**src/rtl/iot_riscv_irq_ctrl_pkg.sv**
```systemverilog
// iot_riscv_irq_ctrl_pkg: register map indices and helpers for the interrupt source controller
package iot_riscv_irq_ctrl_pkg;
    localparam logic [2:0] reg_pending_c = 3'd0;
    localparam logic [2:0] reg_enable_c  = 3'd1;
    localparam logic [2:0] reg_edge_c    = 3'd2;
    localparam logic [2:0] reg_set_c     = 3'd3;
    localparam logic [2:0] reg_id_c      = 3'd4;
    localparam int id_valid_bit_c = 31;

    function automatic logic [4:0] lowest_set_idx(input logic [31:0] v);
        lowest_set_idx = '0;
        for (int i = 31; i >= 0; i--) if (v[i]) lowest_set_idx = 5'(i);
    endfunction
endpackage

```
**src/rtl/iot_riscv_irq_ctrl_sync.sv**
```systemverilog
// iot_riscv_irq_ctrl_sync: N-stage synchroniser with async reset to 0; zero stages is a plain wire
module iot_riscv_irq_ctrl_sync #(
    parameter int width_p  = 1,
    parameter int stages_p = 2
) (
    input  logic               clk_i,
    input  logic               rst_an_i,
    input  logic [width_p-1:0] d,
    output logic [width_p-1:0] q
);
    if (stages_p == 0) begin : g_bypass
        assign q = d;
    end else begin : g_sync
        logic [width_p-1:0] ff_r [stages_p];
        always_ff @(posedge clk_i or negedge rst_an_i)
            if (!rst_an_i) ff_r <= '{default: '0};
            else begin
                ff_r[0] <= d;
                for (int i = 1; i < stages_p; i++) ff_r[i] <= ff_r[i-1];
            end
        assign q = ff_r[stages_p-1];
    end
endmodule

```
**src/rtl/iot_riscv_irq_ctrl.sv**
```systemverilog
// iot_riscv_irq_ctrl: peripheral interrupt source controller with level/edge detect and register bus
module iot_riscv_irq_ctrl import iot_riscv_irq_ctrl_pkg::*; #(
    parameter int irq_width_p   = 32,
    parameter int sync_stages_p = 2
) (
    input  logic                   main_clk_i,
    input  logic                   main_rst_an_i,
    input  logic [irq_width_p-1:0] src_irq_i,
    input  logic                   bus_req_i,
    input  logic                   bus_wr_i,
    input  logic [2:0]             bus_addr_i,
    input  logic [31:0]            bus_wdata_i,
    output logic [31:0]            bus_rdata_o,
    output logic                   bus_ack_o,
    output logic [irq_width_p-1:0] irq_o,
    output logic [irq_width_p-1:0] irq_mask_o
);
    logic [irq_width_p-1:0] sync_s, prev_r, rise_s, en_r, edge_r, edge_pend_r, pend_s, wd, set_s, clr_s;
    logic [31:0] act_s, id_s, rd_s;
    logic wr_s, wr_pend, wr_en, wr_edge, wr_set;

    iot_riscv_irq_ctrl_sync #(.width_p(irq_width_p), .stages_p(sync_stages_p)) u_sync (
        .clk_i(main_clk_i),
        .rst_an_i(main_rst_an_i),
        .d(src_irq_i),
        .q(sync_s)
    );

    assign rise_s  = sync_s & ~prev_r;
    assign pend_s  = (edge_pend_r & edge_r) | (sync_s & ~edge_r);
    assign wd      = bus_wdata_i[irq_width_p-1:0];
    assign wr_s    = bus_req_i & bus_wr_i;
    assign wr_pend = wr_s & (bus_addr_i == reg_pending_c);
    assign wr_en   = wr_s & (bus_addr_i == reg_enable_c);
    assign wr_edge = wr_s & (bus_addr_i == reg_edge_c);
    assign wr_set  = wr_s & (bus_addr_i == reg_set_c);
    // set wins over clear; clearing also happens when a bit leaves edge mode
    assign set_s   = (rise_s | ({irq_width_p{wr_set}} & wd)) & edge_r;
    assign clr_s   = ({irq_width_p{wr_pend}} & wd) | ({irq_width_p{wr_edge}} & edge_r & ~wd);
    assign act_s   = 32'(pend_s & en_r);

    always_comb begin
        id_s = '0;
        id_s[id_valid_bit_c] = |act_s;
        id_s[4:0] = lowest_set_idx(act_s);
    end

    always_comb begin
        rd_s = '0;
        case (bus_addr_i)
            reg_pending_c: rd_s = 32'(pend_s);
            reg_enable_c:  rd_s = 32'(en_r);
            reg_edge_c:    rd_s = 32'(edge_r);
            reg_id_c:      rd_s = id_s;
            default:       rd_s = '0;
        endcase
    end

    always_ff @(posedge main_clk_i or negedge main_rst_an_i)
        if (!main_rst_an_i) begin
            prev_r      <= '0;
            en_r        <= '0;
            edge_r      <= '0;
            edge_pend_r <= '0;
            bus_ack_o   <= 1'b0;
            bus_rdata_o <= '0;
        end else begin
            prev_r      <= sync_s;
            en_r        <= wr_en ? wd : en_r;
            edge_r      <= wr_edge ? wd : edge_r;
            edge_pend_r <= set_s | (edge_pend_r & ~clr_s);
            bus_ack_o   <= bus_req_i;
            bus_rdata_o <= (bus_req_i && !bus_wr_i) ? rd_s : '0;
        end

    assign irq_o      = pend_s;
    assign irq_mask_o = en_r;
endmodule

```
**config.mk**
```make
export PLATFORM = sky130hd
export DESIGN_NAME = iot_riscv_irq_ctrl
export DESIGN_NICKNAME = d
export VERILOG_FILES = /design/src/rtl/iot_riscv_irq_ctrl_pkg.sv /design/src/rtl/iot_riscv_irq_ctrl_sync.sv /design/src/rtl/iot_riscv_irq_ctrl.sv
export SDC_FILE = /design/constraint.sdc
export NUM_CORES = 1
export LEC_CHECK = 0
export CELL_PAD_IN_SITES_DETAIL_PLACEMENT = 0
export CELL_PAD_IN_SITES_GLOBAL_PLACEMENT = 1
export CORE_MARGIN = 2
export CORE_UTILIZATION = 39
export CTS_BUF_LIST = sky130_fd_sc_hd__clkbuf_8
export DETAILED_ROUTE_END_ITERATION = 10
export PLACE_DENSITY_LB_ADDON = 0.1
export SETUP_SLACK_MARGIN = 0.05
export SLEW_MARGIN = 0
export SYNTH_ARGS = -nofsm -noshare
export SYNTH_HDL_FRONTEND = slang
export SYNTH_HIERARCHICAL = 1
export SYNTH_SLANG_ARGS = --single-unit
```
**constraint.sdc**
```tcl
create_clock -name main_clk_i -period 1.8 [get_ports main_clk_i]
set_clock_uncertainty 0.1 [all_clocks]
set_input_delay 0.54 -clock main_clk_i [delete_from_list [all_inputs] [get_ports main_clk_i]]
set_output_delay 0.54 -clock main_clk_i [all_outputs]
set_load 0.005 [all_outputs]
```
Word-level counts from Yosys, hierarchy flattened
Index checks and enable logic that the tools add are counted.

word-level totals
  register bits after elaboration = 225
  bits in latches = 0
  RAM bits = 0
  bits in read-only memories = 0
  input port bits = 71
  output and inout bits = 97
  logic and storage cells = 73
  memories = 0

cells by class
  add/sub/neg operators = 0
  $mul = 0
  div/mod/pow operators = 0
  $lt $le $gt $ge = 0
  eq/ne operators = 4
  shifts and indexed selects = 0
  mux-type cells = 34
  bitwise logic cells = 23
  reductions and logical operators = 4

operator list
  cell                                                  number
  bitwise AND 32 bit                                    10
  2-to-1 mux 5 bit                                      32
  NOT 32 bit                                            4
  OR 32 bit                                             4
  one-hot mux 32 bit (4 select lines)                   1
  2-to-1 mux 32 bit                                     1
  OR reduction 32 bit                                   1
  equality test 3 x 2 -> 1 bit (second input constant)  2
  bitwise AND 1 bit                                     5
  equality test 3 x 1 -> 1 bit (second input constant)  1
  equality test 3 bit (second input constant)           1
  zero test 3 bit                                       1
  logical AND 1 bit                                     1
  zero test 1 bit                                       1

Longest topological paths before layout
  depth in word-level cells = 38
  depth in mapped cells = 9

By module
Netlist, hierarchy kept.

modules (own cells, without submodules)
  module                   times used  cells an instance  area an instance (um^2)  sequential area each (um^2)
  iot_riscv_irq_ctrl       1           715                7622.3                   4028.9
  iot_riscv_irq_ctrl_sync  1           96                 1841.8                   1601.5

Worst setup path after synthesis
OpenSTA, ideal clock, no wires.

  path type = input to register
  start point = in bus_addr_i[1]
  end point = reg en_r[10], in the netlist irq_mask_o[10]
  arrival = 1.972 ns
  path slack = -0.396 ns
  stages on the path = 6
  buffers on the path = 3
  path through = buf_2 > nor3b_2 > and3_1 > clkbuf_1 > buf_2 > mux2_2

between the ends
  longest elaborated chain between the ends = 2

RTL lines
  what                          RTL line                  RTL
  start, declared               iot_riscv_irq_ctrl.sv:11  input logic [2:0] bus_addr_i,
  equality test 3 x 1 -> 1 bit  iot_riscv_irq_ctrl.sv:34  assign wr_en = wr_s & (bus_addr_i == reg_enable_c);
  bitwise AND 1 bit             iot_riscv_irq_ctrl.sv:34
  end signal, assigned          iot_riscv_irq_ctrl.sv:69  en_r <= wr_en ? wd : en_r;
  end, declared                 iot_riscv_irq_ctrl.sv:18  logic [irq_width_p-1:0] sync_s, prev_r, rise_s, en_r, edge_r, edge_pend_r, pend_s, wd, set_s, clr_s;

No other way between the ends.
A chain may end at the register's enable or synchronous reset.

Final worst setup path
  start point = reg edge_r[31]
  end point = out irq_o[31]

between the ends
  longest elaborated chain between the ends = 3
  elaborated cells between the ends (all ways) = 4

RTL lines
  what                    RTL line                  RTL
  start, declared         iot_riscv_irq_ctrl.sv:18
  start signal, assigned  iot_riscv_irq_ctrl.sv:70  edge_r <= wr_edge ? wd : edge_r;
  NOT 32 bit              iot_riscv_irq_ctrl.sv:30  assign pend_s = (edge_pend_r & edge_r) | (sync_s & ~edge_r);
  bitwise AND 32 bit      iot_riscv_irq_ctrl.sv:30
  OR 32 bit *             iot_riscv_irq_ctrl.sv:30
  end, declared           iot_riscv_irq_ctrl.sv:15  output logic [irq_width_p-1:0] irq_o,

Every way passes the cells marked *; elsewhere a longest branch is shown, timed or not.

==> out/qor.txt <==
status = finished with violations
largest net degree at the start of global routing = 45
Tcrit/Tclk final = 1.188
most common cell after layout, fill and taps aside = dfrtp_1
TritonCTS Buffers = 40
failing checks = negative setup slack
worst r2r dst = bus_rdata_o[1]
H-tree depth = 2
grt ovf = 0
WHS = 0.2454 ns
Netlist cell types = 50
Layout Nets = 1301
number of flops mapped to enable cells by yosys = 0
WL/cell = 19.87 um
P&R area growth vs syn = 55.86%
Worst-Margin Slew = 0.3875 ns
first-pass GRT wire length = 49330 um
final setup margin = -0.3377 ns
fin area = 14750 um2
via count = 8130
Hold Path Sink = u_sync/q[4]
post-synthesis sequential area ratio = 0.5949
Max Clock Freq = 467.8 MHz
vias per inst = 5.149
Die ar. = 25530 um2
DP HPWL = 19980 um
Hold Path Class = register to register
Yosys reg bits = 225
CP startpoint kind = register
Max-slew headroom = 0.7417
initial antenna violation count = 2
Core Rows = 57
hold_sp = u_sync/g_sync.ff_r[36]
Max stage delay cell, worst path = dfrtp_1
Leakage = 0.007137 uW
core area = 24110 um2
critical path buffer and inverter count = 2
global-route usage over all layers = 0.2473
crit path time final = 2.138 ns
PwrDens = 1125 nW/um2
RSZ-0062 raised after global routing = yes
Root Buffer = clkbuf_8
CTS Buffer Depth = 3
required time of the critical path = 1.16 ns
CTS tree = built
critical path's top delay family = flip-flops
fillers = 1995
Final GP Congestion = 0.8340
R2R Setup Slk = -0.31 ns
IO Port Bufs = 167
overall routed net length = 31370 um
Yosys warnings = 6
max-cap violation count = 0
clock latency on the worst-skew pair = 0.54 ns
Detailed Route Iter0 Violations = 457
syn avg cell area = 11.67 um2
cells after synthesis = 811
crit path capture type = output port
Max Transition Viols Final = 0
clock sink count = 225
netlist area before placement = 9464 um2
Post-DRT Antenna Nets = 0
die extent in y = 159.8 um
DP Area = 12710 um2
# IOs = 168
crit path kind = register to output port
initial core utilization = 0.3926
share of post-route cells with drive strength above 1 = 0.4522
Hold Vio Cnt, Final = 0
syn_nets = 882
Die Span X = 159.8 um
CP Data Arrival Time = 1.50 ns
Critical Path Max Stage Delay = 0.40 ns
endpoints failing setup = 47
clk slew on worst S/H paths = 0.06 ns
Async SR Flop Fraction = 1.000
reg2reg start = edge_r[3]
hold path depth = 0
critical path, cell by cell = mux2_4 -> buf_6 -> buf_6
most frequent CP cell = buf_6
VDD IR-drop max = 0.5889 mV
Max FO, Critical Path = 2
vias in the first global route = 8848
most frequent cells in the layout = dfrtp_1 (221), buf_4 (205), buf_6 (100), nand2_1 (95), mux2_4 (94)
Primary FF master, synth = dfrtp_1
DR DRC count = 0
cell depth of the worst flop-to-flop path = 7
drt first pass iters = 6
-- final cells by class --
class | count | area, um2 | share of cell area
Clock inverter | 14 | 53.80 | 0.003647
Antenna cell | 1 | 2.502 | 0.0001696
Timing Repair Buffer | 442 | 3994 | 0.2708
Multi-Input combinational cell | 488 | 3820 | 0.2590
Clock buffer | 52 | 715.7 | 0.04852
Sequential cell | 225 | 5635 | 0.3821
Inverter | 33 | 123.9 | 0.008398
Tap cell | 324 | 405.4 | 0.02748
-- how the worst max path moves through the flow --
| stage | from | endpoint | slack (ns) | cells after the start |
|---|---|---|---|---|
| 2_1_floorplan | bus_addr_i[2] | bus_rdata_o[0] | -0.31 | 8 |
| 3_3_place_gp | bus_addr_i[1] | bus_rdata_o[0] | -0.81 | 8 |
| 3_5_place_dp | bus_addr_i[1] | bus_rdata_o[0] | -0.90 | 8 |
| 4_1_cts | edge_r[27] | bus_rdata_o[31] | -0.37 | 8 |
| 5_1_grt | edge_r[31] | irq_o[31] | -0.39 | 3 |
| 6_report | edge_r[31] | irq_o[31] | -0.34 | 3 |
-- worst reg2reg max path, delay by kind of cell (launching register included) --
kind / cells / cell delay [ns]
compound gates: 4 / 0.87
mux: 1 / 0.32
simple gates: 1 / 0.17
buf+inv: 1 / 0.15
flops: 1 / 0.40
-- registers in the layout, indices dropped and copies added (netlist names) --
signal and flops:
edge_r 32, bus_rdata_o 32, irq_mask_o 32, u_sync/g_sync.ff_r 32
bus_ack_o 1, u_sync/q 32, prev_r 32, edge_pend_r 32
-- repair_timing --
| action | CTS | global route |
|---|---|---|
| pin swaps | 15 | 13 |
| hold buffers | 1 | 0 |
| endpoints found under the hold margin | 34 | 0 |
| endpoints found under the setup margin | 225 | 118 |
| setup buffers | 98 | 20 |
| gates cloned | 6 | 0 |
| resized for setup | 551 | 19 |
-- power breakdown --
group | internal (uW) | switching (uW) | leakage [uW] | total, uW
logic | 3570 | 2250 | 0.00402 | 5820
clock network | 2550 | 2060 | 0.000447 | 4610
registers | 5720 | 441 | 0.00267 | 6160
total | 11800 | 4750 | 0.00714 | 16600
-- cell families after synthesis --
| kind of cell | Yosys count | share of synthesized area |
|---|---|---|
| flops | 225 | 0.5949 |
| simple gates | 204 | 0.09294 |
| buf+inv | 98 | 0.05566 |
| compound gates | 173 | 0.1259 |
| fa+ha+maj | 1 | 0.001190 |
| mux | 110 | 0.1294 |
-- Yosys cell counts, types with 2 or more instances --
master    number  area share
inv_1         33       0.013
a32o_1         4      0.0042
and2_1         2      0.0013
nand4_1        2      0.0013
a21oi_1       52       0.027
clkbuf_1      12      0.0048
nor2_1        73       0.029
and3b_1        2      0.0019
buf_6          2      0.0024
a22o_1        33       0.031
o22ai_1        3      0.0020
a31oi_1        3      0.0020
nand2b_1       3      0.0020
and3_1         4      0.0026
nand3b_1       2      0.0016
buf_4         32       0.025
nand3_1        9      0.0048
o21ai_0       35       0.019
a222oi_1      16       0.017
buf_2         19       0.010
nor2b_1        2      0.0013
a22oi_1       11      0.0087
nand2_1       96       0.038
dfrtp_1      225        0.59
mux2_1         2      0.0024
a211oi_1       3      0.0024
mux2_2        93        0.11
mux2i_1       14       0.015
nor3_1         2      0.0011
o211ai_1       2      0.0016
-- routing by layer --
layer	vias to the layer above	GRT usage	share of wire
met5	-	0	0.00041
met4	2	0.08763	0.027
li1	3661	-	-
met1	4109	0.3264	0.44
met3	65	0.04597	0.054
met2	293	0.4111	0.48
-- through the flow --
step,power (uW),setup TNS (ns),utilization,setup WS [ns],cells
global route,17390,-12.38,0.6119,-0.3906,1579
finish,16590,-9.972,0.6119,-0.3377,1579
CTS,16450,-11.01,0.6059,-0.3673,1560
floorplan,8016,-21.49,-,-0.3111,811
global placement,10540,-91.49,0.5271,-0.8058,1390
detailed placement,10660,-94.49,0.5271,-0.8959,1390
No activity file was read; power rests on OpenSTA's default activity.
==> edit 1 (same settings) <==
`sync_stages_p`: 2 -> 4.
--- a/src/rtl/iot_riscv_irq_ctrl.sv
+++ b/src/rtl/iot_riscv_irq_ctrl.sv
@@ -1,7 +1,7 @@
 // iot_riscv_irq_ctrl: peripheral interrupt source controller with level/edge detect and register bus
 module iot_riscv_irq_ctrl import iot_riscv_irq_ctrl_pkg::*; #(
     parameter int irq_width_p   = 32,
-    parameter int sync_stages_p = 2
+    parameter int sync_stages_p = 4
 ) (
     input  logic                   main_clk_i,
     input  logic                   main_rst_an_i,
Function: changed (Yosys sat finds a counterexample within 4 cycles, from zero or initial values and one cycle with main_rst_an_i low).
==> edit 1 against the original RTL <==
- the run still ends with negative setup slack left
- clock power grew 28%
- design area grew 13%
- maximum frequency shrank 1.3%
- sequential cell count grew 64
- power grew 16%
- synthesized cell count grew 7.9%
- non-clock buffer count shrank 19
- routed wire length grew 3.6%
- synthesized area grew 17%
- critical path depth is the same
- setup slack lost 0.029 ns
- sequential share of layout area grew 5.3 points
- sequential power grew 25%
- critical endpoint is now irq_o[20]
- largest cell class unchanged
==> edit 1: results (changes against the original RTL) <==
Status
  • Status: complete, but fails checks
  • Failing checks: negative setup slack

STA
  • Setup slack after layout: -0.366 ns (-0.0286 ns)
  • Final setup fails: 52 (+11%)
  • Worst slew margin: 71.8% (-2.3 points)

CTS
  • Clk Latency, worst-skew pair: 0.57 ns (+0.03 ns)
  • TritonCTS Buffers: 49 (+23%)

GRT
  • Largest net degree at the start of global routing: 75 (+67%)
  • GR Layer Usage met1: 31.3% (-1.4 points)
  • Grt met2 use: 35.4% (-5.7 points)
  • Total GRT Usage: 22.4% (-2.3 points)
  • Vias in the first global route: 8,690 (-1.8%)
  • GR Layer Usage met3: 4.81% (+0.21 points)
  • Initial antenna violation count: 1 (-1)
  • Global-route wire length before repair: 49,500 microns (+0.35%)

Detailed routing
  • Wl on met1: 14,800 microns (+8.2%)
  • Vias/cell: 4.89 (-5.0%)
  • Via count: 8,302 (+2.1%)
  • Metal2 WL: 15,100 microns (-0.41%)

Synth
  • Top post-synthesis cells by area: dfrtp_1 (65%), mux2_2 (9.5%), nand2_1 (3.3%), a22o_1 (2.6%), nor2_1 (2.5%)
  • Mean Syn Cell Area: 12.6 sq um (+8.4%)
  • Synth Area in Adders: 0.102% (-0.017 points)
  • Post-Syn Nets: 946 (+7.3%)
  • Complex-gate fraction of the synthesized area: 10.8% (-1.8 points)

Power and ir drop
  • NetSw: 5.24 mW (+10%)
  • VDD IR-drop max: 0.000605 V (+2.8%)
  • P_leak: 7.97 nW (+12%)
  • Flop pwr share: 39.9% (+2.8 points)

Place
  • GP Congestion: 0.790 (-5.3%)
  • Setup slack after placement: -0.835 ns (+0.0609 ns)
  • Final HPWL DP: 20,100 microns (+0.76%)
  • Post-Place Cells: 1,512 (+8.8%)
  • Post-DP Area: 14,500 sq um (+14%)

Finish
  • Final nets: 1,356 (+4.2%)

Setup path
  • R2R Setup Slk: -0.29 ns (+0.02 ns)
## edit 1: timing repair
action | CTS | global route
buffers inserted | 77 | 14
resized for setup | 537 | 20
pin swaps | 8 | 13
hold buffers | 1 | 0
cloned | 10 | 0
hold endpoints to repair | 160 | 0
endpoints found under the setup margin | 225 | 100
## edit 1: path summary, 6_finish.rpt
check	endpoint	startpoint	depth (start not counted)
min in group asynchronous	edge_pend_r[17]	main_rst_an_i	2
worst max register to register	bus_rdata_o[0]	edge_r[9]	7
max in group asynchronous	irq_mask_o[9]	main_rst_an_i	3
worst min-delay path	u_sync/g_sync.ff_r[51]	u_sync/g_sync.ff_r[83]	0
worst min register to register	u_sync/g_sync.ff_r[51]	u_sync/g_sync.ff_r[83]	0
worst max-delay path	irq_o[20]	edge_r[20]	3
## edit 1: area by class of cell
class / count / area [sq um]
clock buffer: 65 / 895
tap: 378 / 473
fill: 2303 / 11200
multi-input combinational: 489 / 3860
sequential: 289 / 7240
clock inverter: 21 / 118
timing repair buffer: 423 / 3940
inverter: 33 / 124
==> edit 2 (same settings) <==
Without the edit above. Reset style: synchronous (`main_rst_an_i` and `rst_an_i`), changed in 2 clocked blocks. Comments in the files are not updated.
--- a/src/rtl/iot_riscv_irq_ctrl_sync.sv
+++ b/src/rtl/iot_riscv_irq_ctrl_sync.sv
@@ -12,7 +12,7 @@
         assign q = d;
     end else begin : g_sync
         logic [width_p-1:0] ff_r [stages_p];
-        always_ff @(posedge clk_i or negedge rst_an_i)
+        always_ff @(posedge clk_i)
             if (!rst_an_i) ff_r <= '{default: '0};
             else begin
                 ff_r[0] <= d;
--- a/src/rtl/iot_riscv_irq_ctrl.sv
+++ b/src/rtl/iot_riscv_irq_ctrl.sv
@@ -56,7 +56,7 @@
         endcase
     end
 
-    always_ff @(posedge main_clk_i or negedge main_rst_an_i)
+    always_ff @(posedge main_clk_i)
         if (!main_rst_an_i) begin
             prev_r      <= '0;
             en_r        <= '0;
Behaviour: differs if main_rst_an_i is asserted again (counterexample within 4 cycles, from zero or initial values and one cycle with main_rst_an_i low); with main_rst_an_i held inactive, the same outputs for 4 cycles.
==> edit 2 against the original RTL <==
- the run still ends with negative setup slack left
- critical path depth stayed put
- routed wire length down 2.9%
- synthesized area is 2.6% higher
- setup slack improved by 0.077 ns
- synthesized cell count rose by 35%
- sequential cell count unchanged
- via count increased by 8.5%
- register-to-register slack better by 0.08 ns
- design area fell by 1.1%
- critical path type unchanged
Power is not compared: it rests on default switching activity, and its combinational part moved more than twofold at a synthesized area within 25%.
==> edit 2: results (changes against the original RTL) <==
Place
  • Post-Place Cells: 1,643 (+18%)
  • Final HPWL DP: 20,000 microns (about the same)
  • GP Congestion: 0.805 (-3.4%)
  • Post-DP Area: 12,400 sq um (-2.1%)

STA
  • Final setup fails: 38 (-19%)
  • Total Neg Setup Slack: -8.00 ns (+1.97 ns)
  • Setup slack after layout: -0.260 ns (+0.0772 ns)
  • Worst slew margin: 71.9% (-2.3 points)

Synth
  • Synth top cells by count: nand2_1 (282), dfxtp_1 (225), a21boi_1 (67)
  • Synth Area in Adders: 0.116% (-0.0030 points)
  • Gate count after technology mapping: 1,096 (+35%)
  • Seq/Total Area, Yosys: 46.4% (-13 points)
  • Netlist cell types: 57 (+14%)
  • XOR/XNOR Fraction of Synth Area: 0% (unchanged)
  • Top post-synthesis cells by area: dfxtp_1 (46%), nand2_1 (11%), a21boi_1 (5.2%), and2_2 (4.9%), mux2_2 (3.5%)
  • Post-Syn Nets: 1,167 (+32%)
  • Synth warn: 6 (unchanged)
  • Asr flop ratio synth: 0% (-100 points)
  • Complex-gate fraction of the synthesized area: 18.1% (+5.5 points)
  • Portion of netlist area occupied by mux cells: 5.44% (-7.5 points)

Finish
  • # diodes: 0 (-1)
  • Fill cell count: 2,214 (+11%)
  • Final nets: 1,529 (+18%)
  • Layout cells sized above 1: 40.5% (-4.7 points)
  • Final cell count without fillers: 1,811 (+15%)
  • Final core utilization: 59.8% (-1.4 points)

CTS
  • Clk root buf: clkbuf_8
  • TritonCTS Buffers: 40 (unchanged)
  • H-tree depth: 2 (unchanged)
  • CTS clk-pin slew, worst paths: 0.06 ns (about the same)
  • Clk Latency, worst-skew pair: 0.54 ns (about the same)

Worst hold path
  • HP Class: input pin to flop

Detailed routing
  • Vias/cell: 4.87 (-5.4%)
  • Wirelength per Cell: 16.8 microns (-15%)
  • Wl on met1: 14,000 microns (+2.2%)
  • DRT iter0 DRCs: 516 (+13%)
  • Max Used Layer: met4
  • Met3 wire len: 1690 microns (-1.2%)
  • Metal2 WL: 14,200 microns (-6.4%)
  • Pre-Repair DR Iteration Count: 8 (+2)

Power and ir drop
  • VDD IR-drop max: 0.000556 V
  • NetSw: 2.57 mW

Setup path
  • CP Max Fanout: 2 (unchanged)
  • Critical path arrival: 1.42 ns (-0.08 ns)

Status
  • Failing checks: negative setup slack
  • Status: complete, but fails checks

GRT
  • Largest net degree at the start of global routing: 111 (+150%)
  • Initial antenna violation count: 0 (-2)
  • Total GRT Usage: 22.6% (-2.1 points)
  • Global-route wire length before repair: 46,900 microns (-5.0%)
  • Vias in the first global route: 8,622 (-2.6%)
## edit 2: through the flow
stage	worst slack, ns	power [mW]	hold slack (ns)
3_5_place_dp	-0.782	6.12	0.332
5_1_grt	-0.318	11.3	0.318
2_1_floorplan	-0.251	5.64	0.326
4_1_cts	-0.280	11.0	0.290
3_3_place_gp	-0.757	6.12	0.330
6_report	-0.260	10.9	0.318
## edit 2: per-layer routing
layer | track usage, % | up-vias
met2 | 37.6 | 243
met1 | 30.2 | 4138
met3 | 4.06 | 50
li1 | - | 4387
met4 | 6.36 | 0
met5 | 0 | -
## edit 2: power by group through the flow
stage	registers [mW]	logic (mW)	clock network, mW
floorplan	5.23	0.412	0
global placement	5.25	0.871	0
detailed placement	5.25	0.871	0
CTS	5.12	1.00	4.87
global route	5.12	1.11	5.11
finish	5.12	1.04	4.74
## edit 2: final timing paths
check	start	to	slack, ns	depth (start not counted)
setup reg to reg	edge_r[4]	bus_rdata_o[4]	-0.23	7
hold reg to reg	u_sync/g_sync.ff_r[36]	u_sync/q[4]	0.34	1
hold / removal	main_rst_an_i	bus_ack_o	0.32	4
setup / recovery	edge_r[30]	irq_o[30]	-0.26	3
## edit 2: cells by family after synthesis
| logic type | after synthesis |
|---|---|
| buffers and inverters | 124 |
| adder cells (fa/ha/maj) | 1 |
| multiplexers | 48 |
| AND/OR/NAND/NOR | 459 |
| AO/OA/AOI/OAI | 239 |
| flip-flops | 225 |
## edit 2: worst max-delay path, stage by stage (launching register included)
cell,delay [ns]
dfxtp_2,0.33
mux2_4,0.32
buf_6,0.13
buf_6,0.10
## edit 2: cell type report
class / instances / area share (%)
Clock buffer: 54 / 5.10
Multi-Input combinational cell: 747 / 33.1
Clock inverter: 17 / 0.506
Timing Repair Buffer: 411 / 25.8
Tap cell: 324 / 2.78
Inverter: 33 / 0.849
Sequential cell: 225 / 31.9
## edit 2: repair_timing
action,in CTS,in global routing
setup endpoints to repair,197,102
cloned,3,2
setup buffers,70,23
pin swaps,23,30
gates resized for setup,505,60
